===== config.mk =====
export PLATFORM = sky130hd
export DESIGN_NAME = ahb_bus_arbiter
export DESIGN_NICKNAME = d
export VERILOG_FILES = /design/src/rtl/ahb_bus_arbiter.sv
export SDC_FILE = /design/constraint.sdc
export NUM_CORES = 1
export LEC_CHECK = 0
export CAP_MARGIN = 10
export CORE_ASPECT_RATIO = 2
export CORE_UTILIZATION = 44
export DETAILED_ROUTE_END_ITERATION = 7
export GPL_TIMING_DRIVEN = 0
export PLACE_DENSITY = 0.68
export SKIP_CTS_REPAIR_TIMING = 1
export SYNTH_ARGS = -nofsm -noshare
export SYNTH_HDL_FRONTEND = slang
export SYNTH_SLANG_ARGS = --single-unit

===== constraint.sdc =====
create_clock -name hclk -period 2.4 [get_ports hclk]
set_input_delay 0.48 -clock hclk [delete_from_list [all_inputs] [get_ports hclk]]
set_output_delay 0.48 -clock hclk [all_outputs]
set_load 0.01 [all_outputs]

===== src/rtl/ahb_bus_arbiter.sv =====
// AHB bus arbiter: one-hot hgrant, registered hmaster/hmastlock, locked transfers,
// default master and tenure-limited preemption. AHB_ARB_ROUND_ROBIN_EN selects round-robin winners.
module ahb_bus_arbiter #(
  parameter int MASTER_NUMBER  = 4,
  parameter int DEFAULT_MASTER = MASTER_NUMBER - 1,
  parameter int MAX_TENURE     = 16
) (
  input  logic                     hclk,
  input  logic                     hreset,
  input  logic [MASTER_NUMBER-1:0] hbusreq,
  input  logic [MASTER_NUMBER-1:0] hlock,
  input  logic                     hready,
  output logic [MASTER_NUMBER-1:0] hgrant,
  output logic [3:0]               hmaster,
  output logic                     hmastlock
);

  localparam int              TW          = $clog2(MAX_TENURE + 1);
  localparam logic [TW-1:0]   TENURE_MAX  = TW'(MAX_TENURE);
  localparam logic [3:0]      DEFAULT_IDX = 4'(DEFAULT_MASTER);

  typedef enum logic [1:0] {
    ST_IDLE    = 2'd0,
    ST_DEFAULT = 2'd1,
    ST_OWNED   = 2'd2,
    ST_LOCKED  = 2'd3
  } state_t;

  state_t                   state_r, state_nx;
  logic [MASTER_NUMBER-1:0] hgrant_r, grant_nx;
  logic [TW-1:0]            tenure_r, tenure_nx;
  logic [3:0]               hmaster_r, hmaster_nx;
  logic                     hmastlock_r, hmastlock_nx;
  logic                     owner_req_s, owner_lock_s, any_req_s, any_other_s;
  logic [MASTER_NUMBER-1:0] others_s;
  logic [3:0]               win_all_s, win_oth_s;

  function automatic logic [MASTER_NUMBER-1:0] to_onehot(input logic [3:0] idx);
    logic [MASTER_NUMBER-1:0] oh;
    oh = '0;
    for (int j = 0; j < MASTER_NUMBER; j++) begin
      oh[j] = (idx == 4'(j));
    end
    return oh;
  endfunction

  function automatic logic [3:0] to_index(input logic [MASTER_NUMBER-1:0] oh);
    logic [3:0] idx;
    idx = 4'd0;
    for (int j = 0; j < MASTER_NUMBER; j++) begin
      idx = idx | (oh[j] ? 4'(j) : 4'd0);
    end
    return idx;
  endfunction

`ifdef AHB_ARB_ROUND_ROBIN_EN
  logic [3:0] last_owner_r;

  // Distance from last_owner+1 (with wrap); the closest requester wins.
  function automatic logic [3:0] pick_rr(input logic [MASTER_NUMBER-1:0] req, input logic [3:0] last);
    logic [3:0] idx;
    int         best;
    int         dist;
    idx  = DEFAULT_IDX;
    best = MASTER_NUMBER;
    for (int j = 0; j < MASTER_NUMBER; j++) begin
      dist = (j + 2 * MASTER_NUMBER - int'(last) - 1) % MASTER_NUMBER;
      if (req[j] && (dist < best)) begin
        best = dist;
        idx  = 4'(j);
      end
    end
    return idx;
  endfunction

  assign win_all_s = pick_rr(hbusreq, last_owner_r);
  assign win_oth_s = pick_rr(others_s, last_owner_r);
`else
  // Scanning downward leaves the lowest requesting index as the winner.
  function automatic logic [3:0] pick_fixed(input logic [MASTER_NUMBER-1:0] req);
    logic [3:0] idx;
    idx = DEFAULT_IDX;
    for (int j = MASTER_NUMBER - 1; j >= 0; j--) begin
      if (req[j]) begin
        idx = 4'(j);
      end
    end
    return idx;
  endfunction

  assign win_all_s = pick_fixed(hbusreq);
  assign win_oth_s = pick_fixed(others_s);
`endif

  // Grant is one-hot, so masking with it isolates the owner's request/lock bits.
  assign owner_req_s  = |(hbusreq & hgrant_r);
  assign owner_lock_s = |(hlock & hgrant_r);
  assign others_s     = hbusreq & ~hgrant_r;
  assign any_req_s    = |hbusreq;
  assign any_other_s  = |others_s;

  // State, grant and tenure registers.
  always_ff @(posedge hclk or negedge hreset) begin
    if (!hreset) begin
      state_r     <= ST_IDLE;
      hgrant_r    <= '0;
      tenure_r    <= '0;
      hmaster_r   <= 4'd0;
      hmastlock_r <= 1'b0;
    end else begin
      state_r     <= state_nx;
      hgrant_r    <= grant_nx;
      tenure_r    <= tenure_nx;
      hmaster_r   <= hmaster_nx;
      hmastlock_r <= hmastlock_nx;
    end
  end

  // Next-state and grant decision; only hready=1 edges arbitrate.
  always_comb begin
    state_nx = state_r;
    grant_nx = hgrant_r;
    if (hready) begin
      case (state_r)
        ST_IDLE, ST_DEFAULT: begin
          if (any_req_s) begin
            state_nx = ST_OWNED;
            grant_nx = to_onehot(win_all_s);
          end else begin
            state_nx = ST_DEFAULT;
            grant_nx = to_onehot(DEFAULT_IDX);
          end
        end
        ST_OWNED, ST_LOCKED: begin
          // A held lock freezes the grant even if the owner's request drops.
          if (owner_lock_s && (owner_req_s || (state_r == ST_LOCKED))) begin
            state_nx = ST_LOCKED;
          end else if (!owner_req_s) begin
            if (any_req_s) begin
              state_nx = ST_OWNED;
              grant_nx = to_onehot(win_all_s);
            end else begin
              state_nx = ST_DEFAULT;
              grant_nx = to_onehot(DEFAULT_IDX);
            end
          end else if ((tenure_r == TENURE_MAX) && any_other_s) begin
            state_nx = ST_OWNED;
            grant_nx = to_onehot(win_oth_s);
          end else begin
            state_nx = ST_OWNED;
          end
        end
        default: begin
          state_nx = ST_IDLE;
          grant_nx = '0;
        end
      endcase
    end else begin
      state_nx = state_r;
    end

    if (grant_nx != hgrant_r) begin
      tenure_nx = '0;
    end else if (hready && (state_r == ST_OWNED) && (tenure_r != TENURE_MAX)) begin
      tenure_nx = tenure_r + TW'(1);
    end else begin
      tenure_nx = tenure_r;
    end
  end

  // hmaster follows the pre-edge grant on hready beats; hmastlock follows the owner's hlock.
  always_comb begin
    if (hready) begin
      hmaster_nx = to_index(hgrant_r);
    end else begin
      hmaster_nx = hmaster_r;
    end
    hmastlock_nx = owner_lock_s;
  end

`ifdef AHB_ARB_ROUND_ROBIN_EN
  // Round-robin pointer tracks the most recent non-default grant.
  always_ff @(posedge hclk or negedge hreset) begin
    if (!hreset) begin
      last_owner_r <= DEFAULT_IDX;
    end else if (state_nx == ST_OWNED) begin
      last_owner_r <= to_index(grant_nx);
    end else begin
      last_owner_r <= last_owner_r;
    end
  end
`endif

  assign hgrant    = hgrant_r;
  assign hmaster   = hmaster_r;
  assign hmastlock = hmastlock_r;

endmodule


==> run_results.csv <==
group,metric,value,unit
cells_and_area,multiInputGateArea,855,um^2
setup_path,endpoint,"tenure_r[3]",
cells_and_area,finish.utilization,0.593,
floorplan,dieWidth,39.5,um
synth,ys_seq_area_frac,0.283,
clock_network,clock_latency,0.25,ns
drt,drc,0,
sta,worst_hold_slack,0.541,ns
cells_and_area,drive_above_1_share,0.220,
cells_and_area,fin_nets,173,
cells_and_area,layout_common_cells,"clkdlybuf4s50_1 (15), dfrtp_1 (14), nand2_1 (11), nor2_1 (10), o21ai_1 (8)",
sta,final.setup.tns,0,ns
clock_network,cts_tree,"built",
global_routing,overflow,0,
power,power_density,1080,mW/mm^2
sta,hold_viol_final,0,
sta,timing.final.ws_setup,0.0576,ns
drt,vias,1175,
setup_path,reg2reg_from,"tenure_r[0]",
status,status,"finished clean",
synth,yosys_warnings,0,
clock_network,clockRootBuffer,"clkbuf_8",
setup_path,crit_path_start,"hbusreq[2]",
setup_path,cp-end-kind,"flop",
sta,slew_violations,0,
place,dpl.hpwl,2540,um
setup_path,cp_max_fo,6,
sta,worstMarginPinSlew,0.658,ns
setup_path,path_cells,"clkdlybuf4s50_1, or3_1, or3b_1, a21oi_2, o21ai_4, nor4b_2",
clock_network,cts_max_path_buffers,2,
place,io_buffers,17,
sta,fmax,0.427,GHz
drt,wl_per_cell,18.2,um
setup_path,critPathLaunchType,"input port",
floorplan,dieArea,0.00305,mm^2
place,gp_congestion,0.982,
place,dp_cells,183,
synth,synth.distinct_cells,55,
drt,drt-initial-drc-count,38,
global_routing,grt_max_degree,15,
setup_path,cp_data_required_time,2.55,ns
power,peakVddDrop,473,uV
place,pre_cts_ws,-0.294,ns
drt,drtAntennaViolNets,0,
setup_path,cpPeakStageDelay,0.51,ns
cells_and_area,seq_area,350,um^2
drt,firstDrtPassIters,5,
synth,netlist_instances,137,
synth,synthFlopType,"dfrtp_1",
hold_path,min_path_cells,2,
sta,setup_viol,0,
synth,synth_edf_count,0,
cells_and_area,area_growth_syn_to_layout,24.4,%
sta,layout_worst_path_cycle_share,0.976,
place,placed_area,0.00145,mm^2
cells_and_area,stdcell_count,187,
global_routing,antenna_found_initial,0,
power,p_total,1.66,mW
drt,via_per_inst,6.28,
hold_path,hp-start,"hmaster[0]",
global_routing,grt_usage,0.244,
cells_and_area,mostFrequentLayoutCell,"clkdlybuf4s50_1",
floorplan,die_y,77.1,um
cells_and_area,finalInstanceArea,0.00154,mm^2
floorplan,initial_core_util,0.476,
synth,async_flop_share,1.00,
hold_path,hold_path.class,"reg2reg",
setup_path,r2r_end,"tenure_r[3]",
floorplan,io_pins,20,
power,p_leak,0.617,nW
floorplan,design.core.area,0.00260,mm^2
clock_network,clock_sinks,14,
clock_network,cts_buffers,3,
cells_and_area,n_fill_cell,252,
setup_path,rrSetupSlack,0.10,ns
setup_path,worstPathArrival,2.49,ns
job,cap_viol_max_count,0,
global_routing,grt_pass1_vias,1147,
setup_path,slowest_stage,"clkdlybuf4s50_1",
sta,slew-limit-headroom,0.560,
floorplan,rows,26,
synth,syn-mean-instance-area,9.05,um^2
drt,totalWireLength,3400,um
cells_and_area,diodes,0,
clock_network,h-tree-depth,1,
global_routing,grt_pass1_wl,5260,um
sta,post-route-min-period,2.34,ns
clock_network,clk_pin_slew,0.06,ns
sta,skew,0.00390,ns
synth,syn_area,0.00124,mm^2
setup_path,critPathKind,"in2reg",
setup_path,rr_worst_depth,8,
synth,ys_ff_latch,14,
-- per-layer routing --
layer  track usage  part of all wire
met1         0.257              0.35
met3        0.0318             0.025
met4         0.134             0.047
met5             0                 0
met2         0.423              0.58
-- critical path: cells and delay by family --
kind                   cells  cell delay, ns
AND/OR/NAND/NOR            3            1.16
AO/OA/AOI/OAI              2            0.34
buffers and inverters      1            0.51
-- report_power, final --
part	switching, mW	internal (mW)	total (mW)
Sequential	0.0756	0.312	0.387
Clock	0.0887	0.145	0.234
Combinational	0.601	0.437	1.04
-- registers in the layout, indices dropped and copies added (netlist names) --
register   cells
hmaster        2
tenure_r       5
state_r        2
hmastlock      1
hgrant         4
-- logic make-up (layout without fill, tap and decap cells) --
kind of cell    count (synthesis)  after routing  synth area share
simple gates                   56             56             0.310
flops                          14             14             0.283
xor+xnor                        4              4            0.0283
fa+ha+maj                       2              2            0.0202
buf+inv                        14             35            0.0585
other cells                     1              2           0.00302
compound gates                 46             46             0.298
-- synthesized netlist by cell type, types with 2 or more instances --
cell | count | area share
clkbuf_1 | 3 | 0.0091
nor4b_2 | 5 | 0.061
nand3_1 | 4 | 0.016
nand2b_1 | 2 | 0.010
a211oi_1 | 2 | 0.012
inv_1 | 6 | 0.018
a21oi_1 | 8 | 0.032
o21ai_1 | 8 | 0.032
ha_1 | 2 | 0.020
a22oi_1 | 3 | 0.018
o21ai_2 | 2 | 0.014
nand4_1 | 2 | 0.010
dfrtp_1 | 14 | 0.28
buf_4 | 3 | 0.018
nor2_1 | 10 | 0.030
o211ai_1 | 2 | 0.012
a22o_1 | 4 | 0.028
or3b_1 | 2 | 0.014
nand2_1 | 11 | 0.033
a22oi_2 | 2 | 0.020
o21ai_0 | 2 | 0.0081
nor4_1 | 2 | 0.010
xnor2_1 | 4 | 0.028
nor2b_1 | 3 | 0.015
-- worst min-delay path by stage --
stage / slack (ns) / endpoint
after CTS: 0.54 / hmaster[0]
after global placement: 0.50 / hmaster[1]
after floorplan: 0.18 / hgrant[0]
after global routing: 0.58 / hmaster[1]
after detailed placement: 0.53 / hmaster[0]
final: 0.54 / hmaster[0]
-- area by class of cell --
| type | count | share of cell area |
|---|---|---|
| Timing Repair Buffer | 17 | 0.114 |
| Clock buffer | 4 | 0.0357 |
| Tap cell | 28 | 0.0227 |
| Multi-Input combinational cell | 110 | 0.554 |
| Buffer | 8 | 0.0324 |
| Inverter | 6 | 0.0146 |
| Sequential cell | 14 | 0.227 |
(Power assumes the default switching activity.)
